## src/rtl/motor_ramp_pwm_driver.sv

```systemverilog
// motor_ramp_pwm_driver
// Slew-rate limits an 8-bit speed command into a ramped duty value.
// It drives complementary high/low gate signals from that duty with a
// programmable dead-time. Fault ramps the duty down to zero. Dropping
// enable forces both gates off on the next edge.
//
// Handshake: target_speed is qualified by target_valid, a single-cycle
// strobe. There is no back-pressure. The value is latched on any clock
// edge where ena=1 and target_valid=1, and target_valid is ignored while
// ena=0.
//
// dbg_state exposes the gate FSM state for checkers:
// 0=OFF, 1=DEAD, 2=HI, 3=LO.
module motor_ramp_pwm_driver #(
  parameter int RAMP_DIV = 256,
  parameter int DEADTIME = 4
) (
  input  logic       clk,
  input  logic       rst_n,
  input  logic       ena,
  input  logic [7:0] target_speed,
  input  logic       target_valid,
  input  logic       enable,
  input  logic       fault,
  output logic       pwm_hi,
  output logic       pwm_lo,
  output logic [7:0] speed_now,
  output logic       at_target,
  output logic       busy,
  output logic [1:0] dbg_state
);

  typedef enum logic [1:0] {
    ST_OFF  = 2'd0,
    ST_DEAD = 2'd1,
    ST_HI   = 2'd2,
    ST_LO   = 2'd3
  } gate_state_e;

  localparam logic [15:0] PRESC_LAST = 16'(RAMP_DIV - 1);
  localparam logic [3:0]  DEAD_LOAD  = 4'(DEADTIME - 1);
  localparam logic [7:0]  PWM_LAST   = 8'd254;

  logic [7:0]  target_reg;
  logic [7:0]  eff_target;
  logic [15:0] presc;
  logic        ramp_tick;
  logic [7:0]  pwm_cnt;
  logic [7:0]  duty_lat;
  logic        demand;
  logic [3:0]  dead_cnt;
  logic [3:0]  dead_cnt_nxt;
  gate_state_e state;
  gate_state_e state_nxt;

  // Latch the commanded speed. It is kept through fault and enable=0.
  always_ff @(posedge clk or negedge rst_n) begin
    if (!rst_n) begin
      target_reg <= 8'd0;
    end else if (ena && target_valid) begin
      target_reg <= target_speed;
    end
  end

  // Fault or loss of enable steers the ramp toward zero.
  assign eff_target = (fault || !enable) ? 8'd0 : target_reg;
  assign ramp_tick  = (presc == PRESC_LAST);
  assign at_target  = (speed_now == eff_target);
  assign busy       = !at_target;

  // The prescaler issues a tick on its wrap.
  // Each tick moves speed_now one step toward the effective target.
  always_ff @(posedge clk or negedge rst_n) begin
    if (!rst_n) begin
      presc     <= 16'd0;
      speed_now <= 8'd0;
    end else if (ena) begin
      if (!enable) begin
        presc     <= 16'd0;
        speed_now <= 8'd0;
      end else begin
        presc <= ramp_tick ? 16'd0 : presc + 16'd1;
        if (ramp_tick) begin
          if (speed_now < eff_target) begin
            speed_now <= speed_now + 8'd1;
          end else if (speed_now > eff_target) begin
            speed_now <= speed_now - 8'd1;
          end
        end
      end
    end
  end

  // PWM period counter, 0..254.
  // The duty is latched only at the wrap, so a period is never cut mid-way.
  always_ff @(posedge clk or negedge rst_n) begin
    if (!rst_n) begin
      pwm_cnt  <= 8'd0;
      duty_lat <= 8'd0;
    end else if (ena) begin
      if (!enable) begin
        pwm_cnt  <= 8'd0;
        duty_lat <= 8'd0;
      end else if (pwm_cnt == PWM_LAST) begin
        pwm_cnt  <= 8'd0;
        duty_lat <= speed_now;
      end else begin
        pwm_cnt <= pwm_cnt + 8'd1;
      end
    end
  end

  // The counter tops out at 254, so a duty of 255 keeps demand high
  // for the whole period.
  assign demand = (pwm_cnt < duty_lat);

  // Gate FSM next-state logic.
  // Loss of enable overrides everything, even while ena=0.
  always_comb begin
    state_nxt    = state;
    dead_cnt_nxt = dead_cnt;
    if (!enable) begin
      state_nxt = ST_OFF;
    end else if (ena) begin
      case (state)
        ST_OFF: begin
          state_nxt    = ST_DEAD;
          dead_cnt_nxt = DEAD_LOAD;
        end
        ST_DEAD: begin
          if (dead_cnt == 4'd0) begin
            state_nxt = demand ? ST_HI : ST_LO;
          end else begin
            dead_cnt_nxt = dead_cnt - 4'd1;
          end
        end
        ST_HI: begin
          if (!demand) begin
            state_nxt    = ST_DEAD;
            dead_cnt_nxt = DEAD_LOAD;
          end
        end
        ST_LO: begin
          if (demand) begin
            state_nxt    = ST_DEAD;
            dead_cnt_nxt = DEAD_LOAD;
          end
        end
        default: begin
          state_nxt = ST_OFF;
        end
      endcase
    end
  end

  // State register and registered gate decode.
  // The gates are decoded from state_nxt, so they line up with the state
  // and can never be high together.
  always_ff @(posedge clk or negedge rst_n) begin
    if (!rst_n) begin
      state    <= ST_OFF;
      dead_cnt <= 4'd0;
      pwm_hi   <= 1'b0;
      pwm_lo   <= 1'b0;
    end else begin
      state    <= state_nxt;
      dead_cnt <= dead_cnt_nxt;
      pwm_hi   <= (state_nxt == ST_HI);
      pwm_lo   <= (state_nxt == ST_LO);
    end
  end

  assign dbg_state = state;

endmodule

```

## config.mk

```make
export PLATFORM = sky130hd
export DESIGN_NAME = motor_ramp_pwm_driver
export DESIGN_NICKNAME = d
export VERILOG_FILES = /design/src/rtl/motor_ramp_pwm_driver.sv
export SDC_FILE = /design/constraint.sdc
export NUM_CORES = 1
export LEC_CHECK = 0
export CORE_MARGIN = 2
export CORE_UTILIZATION = 58
export DETAILED_ROUTE_END_ITERATION = 12
export PLACE_DENSITY = 0.8
export SETUP_SLACK_MARGIN = 0.3
export SLEW_MARGIN = 0
export SYNTH_ARGS = -nofsm -noshare
export SYNTH_HDL_FRONTEND = slang
export SYNTH_SLANG_ARGS = --single-unit
```

## constraint.sdc

```tcl
create_clock -name clk -period 4.15 [get_ports clk]
set_input_delay 1.245 -clock clk [delete_from_list [all_inputs] [get_ports clk]]
set_output_delay 1.245 -clock clk [all_outputs]
set_load 0.005 [all_outputs]
```

# Word-level counts from Yosys, hierarchy flattened
# Index checks and enable logic that the tools add are counted.
totals:
  ff_bits: 56
  out_inout_bits: 14
op_classes:
  add_sub_neg: 5
  order_cmp: 3
  eq_ne: 14
  n_mux: 22
  n_reduce_logical: 9
ops:
  columns: ["op", "count"]
  rows:
  - ["$mux 8", 9]
  - ["$mux 16", 2]
  - ["$add 16x1->16 const B", 1]
  - ["$add 8x1->8 const B", 2]
  - ["$eq 16x8->1 const B", 1]
  - ["$lt 8x8->1", 2]
  - ["$pmux 4 s4", 1]
  - ["$mux 4", 3]
  - ["$mux 2", 5]
  - ["$eq 2x2->1 const B", 4]
  - ["$eq 8x8->1", 1]
  - ["$eq 8x8->1 const B", 1]
  - ["$gt 8x8->1", 1]
  - ["$pmux 2 s4", 1]
  - ["$sub 8x1->8 const B", 1]
  - ["$ne 2x2->1 const B", 3]
  - ["$reduce_and 5->1", 1]
  - ["$logic_not 4->1", 1]
  - ["$ne 2x1->1 const B", 2]
  - ["$sub 4x1->4 const B", 1]
  - ["$ne 3x1->1 const B", 1]
  - ["$reduce_and 3->1", 1]
  - ["$eq 2x1->1 const B", 1]
  - ["$logic_not 1->1", 2]
  - ["other kinds (5)", 5]

# Depth between registers and ports, before layout
# Gate-level depths: netlist of run 1.
depth:
  word_depth: 8
  ltp_mapped: 17

# Worst setup path before layout of run 1
# No wires, ideal clock.
synth_timing:
  path_kind: "in2reg"
  startpoint: "input enable"
  endpoint: "register speed_now[7]"
  setup_ps: 124
  arrival_ps: 4380
  t_required_ps: 4026
  setup_slack_ps: -354
  stages: 17
  n_path_buf: 0
  path_cell_list: "clkinv_1 nor2_1 nand2_1 ha_1 and3_1 a21oi_1 o21ai_0 a21oi_2 inv_1 ha_1 a21oi_1 o2111ai_1 a21o_1 a21oi_1 xnor2_1 and3_1 a211o_1"
synth_between:
  elab_chain_cells: 7
  word_cells_on_any_way: 11
synth_rtl:
  columns: ["element", "line_no", "source"]
  rows:
  - ["start, declared", "23", "input logic enable,"]
  - ["$logic_not 1->1", null, null]
  - ["$logic_or 1x1->1", "66", "assign eff_target = (fault || !enable) ? 8'd0 : target_reg;"]
  - ["$mux 8", "66", null]
  - ["$lt 8x8->1", "84", "if (speed_now < eff_target) begin"]
  - ["$mux 8", "84", null]
  - ["$mux 8", "83", "if (ramp_tick) begin"]
  - ["$mux 8", "78", "if (!enable) begin"]
  - ["end signal, assigned", "85", "speed_now <= speed_now + 8'd1;"]
  - ["end signal, assigned", "87", "speed_now <= speed_now - 8'd1;"]
  - ["end, declared", "27", "output logic [7:0] speed_now,"]
# Parallel ways exist; a longest one is shown, timed or not. The select of a mux whose other input is x is not followed.
# A chain may end at the register's enable or synchronous reset.

# Worst setup path after layout of run 1
# Same ends and word-level chain as after synthesis.

==> results.txt, run 1 <==
status: finished clean
Clock Pin Slew Worst Setup and Hold Paths: 0.10 ns
worst skew pair latency: 0.31 ns
Switch Pwr: 0.8264 mW
Placement Cell Area: 0.003747 mm^2
Syn Nets: 377
reg2reg start: speed_now[6]$_DFFE_PN0P_
Critical Path, Cell by Cell: buf_12 > clkinv_8 > nor2_4 > buf_6 > nand2_2 > ha_4 > and3_4 > a21oi_2 > o21ai_2 > a21oi_4 > clkinv_4 > ha_4 > a21oi_4 > o2111ai_2 > a21o_1 > a21oi_2 > xnor2_2 > nor4_2 > a211o_1
max frequency: 0.2543 GHz
unrepaired setup endpoints after global routing: true
DR WL/cell: 15.47 um
Nets: 430
total power: 2.254 mW
Max Slew Vio Count: 0
Port Buffers: 27
Post-route DRC: 0
Initial Util: 0.5905
Critical path origin: enable
Lkg Pwr: 1.820 nW
CTS tree: done
Setup CP Type: in2reg
clock sinks: 56
highest fanout seen on the critical path: 7
cts bufs inserted: 5
io pins: 28
CP bufs+invs: 4
clk root buf: clkbuf_8
WP data arrival: 4.13 ns
setup TNS: 0 ns
FFs w/ async S/R, synth: 1.000
Critical Path End: speed_now[7]$_DFFE_PN0P_
maximum vdd drop: 404.0 uV
CP Data Required Time: 4.35 ns
Ys Warns: 0
Hold WC Path Type: reg2reg
Setup Skew: 0.009820 ns
Max Cap Viol: 0
post-route setup slack: 0.2175 ns
post-synth cell types: 48
vias in the first global route: 2572
Overflow after GRT: 0
Fin. Hold Viols: 0
max reg flops: 16
initial antenna violation count: 0
Mapped Cells: 336
# diodes: 0
Hold-fix buffers, CTS: 0
First-pass DRT Iterations: 4
final instance area: 0.004064 mm^2
slowest stage cell on the critical path: a211o_1
Flop pwr share: 0.307
Seq cells post-synth: 56
Int Pwr: 1.428 mW
critical path depth in cells: 19
pin count of the biggest net entering global routing: 50
CP endpoint kind: flop
pre-CTS setup slack: -0.5331 ns
max incr delay on CP: 0.27 ns
Largest Register: presc
mean cell area of the mapped netlist: 9.499 um^2
sw frac: 0.3666
Detailed Route Iter0 Violations: 130
Clock H-tree levels: 2
final wirelength: 7149 um
vias per cell: 5.706
Worst setup SP type: input port
Die Width: 78.19 um
commonest cells after routing, fill and taps aside: 56 x dfrtp_1, 44 x nand2_1, 26 x o21ai_0
vias: 2636
Antenna Nets Post-Route: 0
Non-Filler Instances: 462
Tcrit/Tclk final: 0.9476
GRT Resource Usage Total: 0.2396
Inst Count DP: 447
first-pass GRT wire length: 11590 um
share of layout cells above drive strength 1: 0.2256
area delta synth->final: 27.32%
Power Density: 554.7 mW/mm^2
most common cell after layout, fill and taps aside: dfrtp_1
Least-Margin Pin Slew: 1.077 ns
Hold WS: 0.5022 ns
GPL Wtd Cong: 0.8849
chip height: 78.19 um
min cycle time layout: 3.933 ns
row count: 27
Slew HR: 0.2822
r2r setup slk: 1.10 ns
area of the core: 0.005405 mm^2
Clock Path Buffers: 2
R2R depth: 14
Layout Utilization: 0.7519
reg-to-reg endpoint: speed_now[7]$_DFFE_PN0P_
combinational share of power: 0.551
die area: 0.006113 mm^2
Post-synth EDFFs: 0
final setup violating endpoints: 0
post-DP HPWL: 4839 um
Cell Area, Synth: 0.003192 mm^2
Top delay family on crit path: compound AO/OA/AOI/OAI gates
Clk pwr share: 0.142
top_reg_cell synth: dfrtp_1
sequential area share after synthesis: 0.4390
==> worst min path at each step <==
stage / from / endpoint / depth (start not counted)
3_3_place_gp: dead_cnt[3]$_DFFE_PN0P_ / dead_cnt[3]$_DFFE_PN0P_ / 1
2_1_floorplan: dead_cnt[3]$_DFFE_PN0P_ / dead_cnt[3]$_DFFE_PN0P_ / 1
6_report: dead_cnt[3]$_DFFE_PN0P_ / dead_cnt[3]$_DFFE_PN0P_ / 1
4_1_cts: dead_cnt[3]$_DFFE_PN0P_ / dead_cnt[3]$_DFFE_PN0P_ / 1
5_1_grt: dead_cnt[3]$_DFFE_PN0P_ / dead_cnt[3]$_DFFE_PN0P_ / 1
3_5_place_dp: dead_cnt[3]$_DFFE_PN0P_ / dead_cnt[3]$_DFFE_PN0P_ / 1
==> cell type report <==
cell class | instances | area, um^2
clock buffers | 6 | 82.58
well taps | 72 | 90.09
inverters | 23 | 103.9
flip-flops and latches | 56 | 1401
repair buffers | 54 | 476.7
multi-input cells | 249 | 1896
fillers | 377 | 1341
clock inverters | 2 | 13.76
==> cells by family after synthesis <==
| group | share of synthesized area |
|---|---|
| AOI/OAI and AO/OA | 0.1345 |
| buffers and inverters | 0.03920 |
| DFF | 0.4390 |
| xor gates and xnor gates | 0.05214 |
| and+or+nand+nor | 0.1921 |
| adders and majority gates | 0.1082 |
| muxes | 0.03489 |
==> what timing repair did <==
action | CTS | global route
resized for setup | 27 | 24
buffers inserted | 5 | 2
pin swaps | 17 | 17
endpoints found under the setup margin | 7 | 4
==> cell usage after synthesis, types with 2 or more instances <==
| cell type | count | area, um^2 |
|---|---|---|
| dfrtp_1 | 56 | 1401 |
| nand2_1 | 47 | 176.4 |
| o21ai_0 | 29 | 145.1 |
| ha_1 | 26 | 325.3 |
| inv_1 | 22 | 82.58 |
| nor2_1 | 21 | 78.83 |
| xor2_1 | 14 | 122.6 |
| a21oi_1 | 13 | 65.06 |
| nand4_1 | 12 | 75.07 |
| mux2_2 | 9 | 101.4 |
| nand3_1 | 8 | 40.04 |
| clkbuf_1 | 6 | 22.52 |
| nand2b_1 | 6 | 37.54 |
| o31ai_1 | 6 | 45.04 |
| a21o_1 | 5 | 37.54 |
| and3_1 | 5 | 31.28 |
| nor2b_1 | 5 | 31.28 |
| xnor2_1 | 5 | 43.79 |
| or3_1 | 4 | 25.02 |
| and2_1 | 3 | 18.77 |
| nor4_1 | 3 | 18.77 |
| a22oi_1 | 2 | 15.01 |
| and4_1 | 2 | 17.52 |
| nor3_1 | 2 | 10.01 |
| o22ai_1 | 2 | 12.51 |
==> metal layers <==
metal	track usage	routed length, um	vias up
met5	0	0	-
met1	0.3041	3195	1301
met3	0.04368	185	8
li1	-	-	1283
met2	0.4172	3679	44
met4	0.07368	88	0
==> power by group through the flow <==
stage / sequential [mW] / combinational (mW) / clock, mW
6_report: 0.693 / 1.24 / 0.320
5_1_grt: 0.699 / 1.35 / 0.344
4_1_cts: 0.677 / 1.11 / 0.327
3_5_place_dp: 0.686 / 0.990 / 0
3_3_place_gp: 0.686 / 0.947 / 0
2_1_floorplan: 0.664 / 0.607 / 0
Note: power is estimated with default switching activity, not from simulation.
==> run 2, diff against run 1 <==
Settings changed: CORE_MARGIN 2 to 1.5.
==> results.txt, run 2 (synthesized netlist as in run 1, its figures left out) <==
Max Cap Viol: 0 (unchanged)
Antenna Nets Post-Route: 0 (unchanged)
area delta synth->final: 27.99%
commonest cells after routing, fill and taps aside: 56 x dfrtp_1, 40 x nand2_1, 27 x o21ai_0
clk root buf: clkbuf_8
Slew HR: 0.3160 (+0.03380)
Non-Filler Instances: 459 (-0.65%)
vias in the first global route: 2610 (+1.5%)
io pins: 28 (unchanged)
register area: 0.001401 mm^2 (unchanged)
cts bufs inserted: 5 (unchanged)
reg2reg start: speed_now[2]$_DFFE_PN0P_
max reg flops: 16 (unchanged)
Overflow after GRT: 0 (unchanged)
status: finished clean
CP Data Required Time: 4.35 ns (about the same)
min cycle time layout: 3.844 ns (-0.08878 ns)
final setup violating endpoints: 0 (unchanged)
Least-Margin Pin Slew: 1.026 ns (-0.05070 ns)
Setup CP Type: in2reg
Setup Skew: 0.004791 ns (-0.005029 ns)
Hold Path Stages: 1 (unchanged)
post-DP HPWL: 4900 um (+1.3%)
slowest stage cell on the critical path: ha_4
Critical Path, Cell by Cell: buf_2 > nor2_4 > buf_12 > nand2_4 > ha_4 > and4_4 > buf_6 > a21oi_4 > inv_4 > ha_4 > nand3_4 > o2111ai_4 > a21o_1 > a21oi_2 > xnor2_1 > and3_1 > a211o_1
Hold-fix buffers, CTS: 0 (unchanged)
Detailed Route Iter0 Violations: 120 (-7.7%)
highest fanout seen on the critical path: 5 (-2)
Hold WC Path Type: reg2reg
# diodes: 0 (unchanged)
Post-route DRC: 0 (unchanged)
Power Density: 555.1 mW/mm^2 (about the same)
Inst Count DP: 449 (+0.45%)
Tcrit/Tclk final: 0.9262 (-0.02139)
Clock Path Buffers: 2 (unchanged)
Lkg Pwr: 1.825 nW (+0.24%)
most common cell after layout, fill and taps aside: dfrtp_1
initial antenna violation count: 0 (unchanged)
pin count of the biggest net entering global routing: 49 (-2.0%)
clock sinks: 56 (unchanged)
r2r setup slk: 1.11 ns (about the same)
reg-to-reg endpoint: speed_now[7]$_DFFE_PN0P_
First-pass DRT Iterations: 4 (unchanged)
Clock Pin Slew Worst Setup and Hold Paths: 0.10 ns (about the same)
CP dominant cell by count: ha_4
chip height: 77.19 um (-1.3%)
GPL Wtd Cong: 0.8812 (-0.42%)
Nets: 429 (-0.23%)
Hold WS: 0.5230 ns (+0.02083 ns)
Max Slew Vio Count: 0 (unchanged)
Port Buffers: 27 (unchanged)
area of the multi-input gates: 0.001932 mm^2 (+1.9%)
# fillers: 329 (-13%)
DR WL/cell: 16.48 um (+6.5%)
Largest Register: presc
final wirelength: 7564 um (+5.8%)
vias: 2684 (+1.8%)
Die Width: 77.19 um (-1.3%)
CP endpoint kind: flop
area of the core: 0.005205 mm^2 (-3.7%)
GRT Resource Usage Total: 0.2551 (+0.01549)
max incr delay on CP: 0.30 ns (+0.03 ns)
R2R depth: 14 (unchanged)
max frequency: 0.2602 GHz (+2.3%)
maximum vdd drop: 524.3 uV (+30%)
min-delay src: target_reg[0]$_DFFE_PN0P_
vias per cell: 5.847 (+2.5%)
unrepaired setup endpoints after global routing: true
Fin. Hold Viols: 0 (unchanged)
Clock H-tree levels: 2 (unchanged)
share of layout cells above drive strength 1: 0.2365 (+0.01086)
Hold Path End: target_reg[0]$_DFFE_PN0P_
CTS tree: done
worst skew pair latency: 0.31 ns (about the same)
row count: 26 (-3.7%)
Initial Util: 0.6132 (+0.02271)
WP data arrival: 4.04 ns (-0.09 ns)
Layout Utilization: 0.7849 (+0.03300)
first-pass GRT wire length: 12220 um (+5.5%)
die area: 0.005958 mm^2 (-2.5%)
Worst setup SP type: input port
[run 2: power breakdown]
part / internal, mW / switching, mW / total, mW
Combinational: 0.687 / 0.565 / 1.25
Sequential: 0.597 / 0.100 / 0.697
Clock: 0.137 / 0.181 / 0.318
Total: 1.42 / 0.846 / 2.27
[run 2: final cells by class]
type | instances | area share
clock buffer | 6 | 0.02021
timing repair buffer | 53 | 0.1142
sequential | 56 | 0.3430
inverter | 23 | 0.02481
clock inverter | 2 | 0.003369
tap | 70 | 0.02144
multi-input combinational | 249 | 0.4729
[run 2: how the worst max path moves through the flow]
| stage | end | from | cells past startpoint | slack, ns |
|---|---|---|---|---|
| finish | speed_now[7]$_DFFE_PN0P_ | fault | 17 | 0.31 |
| global route | speed_now[7]$_DFFE_PN0P_ | enable | 19 | 0.20 |
| CTS | at_target | fault | 9 | 0.30 |
| detailed placement | speed_now[7]$_DFFE_PN0P_ | enable | 18 | -0.54 |
| global placement | at_target | enable | 9 | -0.47 |
| floorplan | speed_now[7]$_DFFE_PN0P_ | enable | 17 | 0.22 |
[run 2: layer usage]
metal / global-route usage / up-vias / routed length (um)
met4: 0.1073 / 0 / 227
met5: 0 / - / 0
met3: 0.03929 / 22 / 275
met2: 0.4246 / 68 / 3853
met1: 0.3300 / 1314 / 3207
li1: - / 1280 / -
[run 2: timing repair]
action,4_1_cts,5_1_grt
pin swaps,12,16
endpoints found under the hold margin,0,0
setup endpoints to repair,7,4
resized for setup,29,26
setup buffers,1,1
[run 2: critical path: cells and delay by family]
family,cells,cell delay (ns)
AND/OR/NAND/NOR,5,0.74
XOR/XNOR,1,0.13
buffers and inverters,4,0.49
adder cells (fa/ha/maj),2,0.54
AO/OA/AOI/OAI,5,0.88
[run 2: per-stage QoR]
step	area, um^2	TNS, ns	power [mW]	worst slack (ns)
after floorplan	3281	0	1.271	0.2188
after global placement	3775	-1.881	1.642	-0.4677
after detailed placement	3775	-2.289	1.681	-0.5421
after CTS	3978	0	2.073	0.2996
after global routing	4085	0	2.403	0.1982
final	4085	0	2.268	0.3063
==> run 3, diff against run 2 <==
Settings changed: CAP_MARGIN from default to 15, HOLD_SLACK_MARGIN from default to 0.05, PLACE_DENSITY 0.8 to 0.81.
==> results.txt, run 3 (synthesized netlist as in run 1, its figures left out) <==
status: finished clean
WP data arrival: 4.17 ns (+0.13 ns)
Non-Filler Instances: 458 (-0.22%)
Slew HR: 0.4517 (+0.1357)
max frequency: 0.2519 GHz (-3.2%)
final instance area: 0.003998 mm^2 (-2.1%)
Critical Path, Cell by Cell: buf_12 > clkinv_8 > nor2_4 > buf_12 > nand2_2 > ha_1 > buf_4 > a21oi_2 > o21ai_1 > a21oi_2 > inv_4 > ha_4 > nand3_2 > o2111ai_2 > a21o_1 > a21oi_2 > xnor2_1 > nor4_1 > a211o_1
Hold WC Path Type: reg2reg
Initial Util: 0.6132 (unchanged)
first-pass GRT wire length: 11610 um (-5.0%)
pin count of the biggest net entering global routing: 41 (-16%)
slowest stage cell on the critical path: ha_1
CP bufs+invs: 5 (+1)
pre-CTS setup slack: -0.5448 ns (-0.002678 ns)
area of the core: 0.005205 mm^2 (unchanged)
share of layout cells above drive strength 1: 0.2036 (-0.03290)
vias per cell: 5.697 (-2.6%)
io pins: 28 (unchanged)
First-pass DRT Iterations: 5 (+1)
row count: 26 (unchanged)
highest fanout seen on the critical path: 6 (+1)
CP Data Required Time: 4.35 ns (about the same)
Clock Path Buffers: 2 (unchanged)
CP dominant cell by count: a21oi_2
Largest Register: presc
commonest cells after routing, fill and taps aside: 56 x dfrtp_1, 42 x nand2_1, 26 x o21ai_0
Clock Pin Slew Worst Setup and Hold Paths: 0.10 ns (about the same)
post-DP HPWL: 4847 um (-1.1%)
CP endpoint kind: flop
Worst setup SP type: input port
Antenna Nets Post-Route: 0 (unchanged)
area of the multi-input gates: 0.001837 mm^2 (-4.9%)
Layout Utilization: 0.7680 (-0.01683)
# diodes: 0 (unchanged)
Power Density: 539.7 mW/mm^2 (-2.8%)
final wirelength: 7352 um (-2.8%)
max incr delay on CP: 0.30 ns (about the same)
area delta synth->final: 25.24%
min cycle time layout: 3.969 ns (+0.1253 ns)
Setup Skew: 0.01096 ns (+0.006165 ns)
Port Buffers: 27 (unchanged)
final setup violating endpoints: 0 (unchanged)
Overflow after GRT: 0 (unchanged)
worst skew pair latency: 0.32 ns (about the same)
register area: 0.001401 mm^2 (unchanged)
Detailed Route Iter0 Violations: 133 (+11%)
Max Cap Viol: 0 (unchanged)
Setup CP Type: in2reg
GPL Wtd Cong: 0.8630 (-2.1%)
die area: 0.005958 mm^2 (unchanged)
Least-Margin Pin Slew: 0.8162 ns (-0.2099 ns)
post-route setup slack: 0.1809 ns (-0.1253 ns)
Lkg Pwr: 1.797 nW (-1.5%)
Fin. Hold Viols: 0 (unchanged)
Top delay family on crit path: compound AO/OA/AOI/OAI gates
cts bufs inserted: 5 (unchanged)
vias in the first global route: 2578 (-1.2%)
Clock H-tree levels: 2 (unchanged)
vias: 2609 (-2.8%)
maximum vdd drop: 398.0 uV (-24%)
max reg flops: 16 (unchanged)
clock sinks: 56 (unchanged)
unrepaired setup endpoints after global routing: true
Max Slew Vio Count: 0 (unchanged)
clk root buf: clkbuf_8
initial antenna violation count: 0 (unchanged)
Die Width: 77.19 um (unchanged)
Placement Cell Area: 0.003760 mm^2 (-0.40%)
Hold WS: 0.5000 ns (-0.02294 ns)
CTS tree: done
GRT Resource Usage Total: 0.2410 (-0.01403)
Tcrit/Tclk final: 0.9564 (+0.03020)
most common cell after layout, fill and taps aside: dfrtp_1
Inst Count DP: 447 (-0.45%)
# fillers: 352 (+7.0%)
chip height: 77.19 um (unchanged)
Post-route DRC: 0 (unchanged)
Nets: 428 (-0.23%)
DR WL/cell: 16.05 um (-2.6%)
-- run 3: cell count changes in the layout (fill, tap and decap cells not counted), sizes merged --
cell         previous run  this run
buf                    30        28
clkbuf                  7         6
dlygate4sd2             0         2
-- run 3: layout make-up --
cell class / count / area share
clock inverter: 2 / 0.003443
timing repair buffer: 52 / 0.1186
inverter: 23 / 0.02535
multi-input combinational: 249 / 0.4595
sequential: 56 / 0.3505
clock buffer: 6 / 0.02066
tap: 70 / 0.02191
-- run 3: layer usage --
layer,share of wire,global-route usage,vias to the layer above
li1,-,-,1271
met1,0.43,0.3192,1271
met2,0.52,0.4105,57
met3,0.038,0.04167,10
met4,0.012,0.05818,0
met5,0,0,-
-- run 3: final timing paths --
kind	startpoint	to	slack [ns]	cells after the start
worst max register to register	speed_now[2]$_DFFE_PN0P_	speed_now[7]$_DFFE_PN0P_	0.97	14
worst min register to register	dead_cnt[3]$_DFFE_PN0P_	dead_cnt[3]$_DFFE_PN0P_	0.50	1
worst min-delay path	dead_cnt[3]$_DFFE_PN0P_	dead_cnt[3]$_DFFE_PN0P_	0.50	1
min in group asynchronous	rst_n	presc[11]$_DFFE_PN0P_	0.82	1
max in group asynchronous	rst_n	target_reg[4]$_DFFE_PN0P_	2.50	2
worst max-delay path	enable	speed_now[7]$_DFFE_PN0P_	0.18	19
-- run 3: timing repair --
| action | 4_1_cts | 5_1_grt |
|---|---|---|
| gates cloned | 0 | 0 |
| hold buffers | 0 | 0 |
| resized for setup | 13 | 22 |
| endpoints found under the setup margin | 7 | 5 |
| pin swaps | 5 | 9 |
| setup buffers | 1 | 2 |
-- run 3: through the flow --
step	setup TNS (ns)	total power, mW
floorplan	0	1.271
global placement	-1.939	1.627
detailed placement	-2.348	1.660
CTS	0	1.994
global route	0	2.284
finish	0	2.157
-- run 3: power by group --
group,switching (mW),internal [mW],total [mW],leakage (nW)
sequential,0.0947,0.597,0.692,0.741
clock,0.179,0.137,0.316,0.0516
combinational,0.527,0.623,1.15,1.00
total,0.801,1.36,2.16,1.80
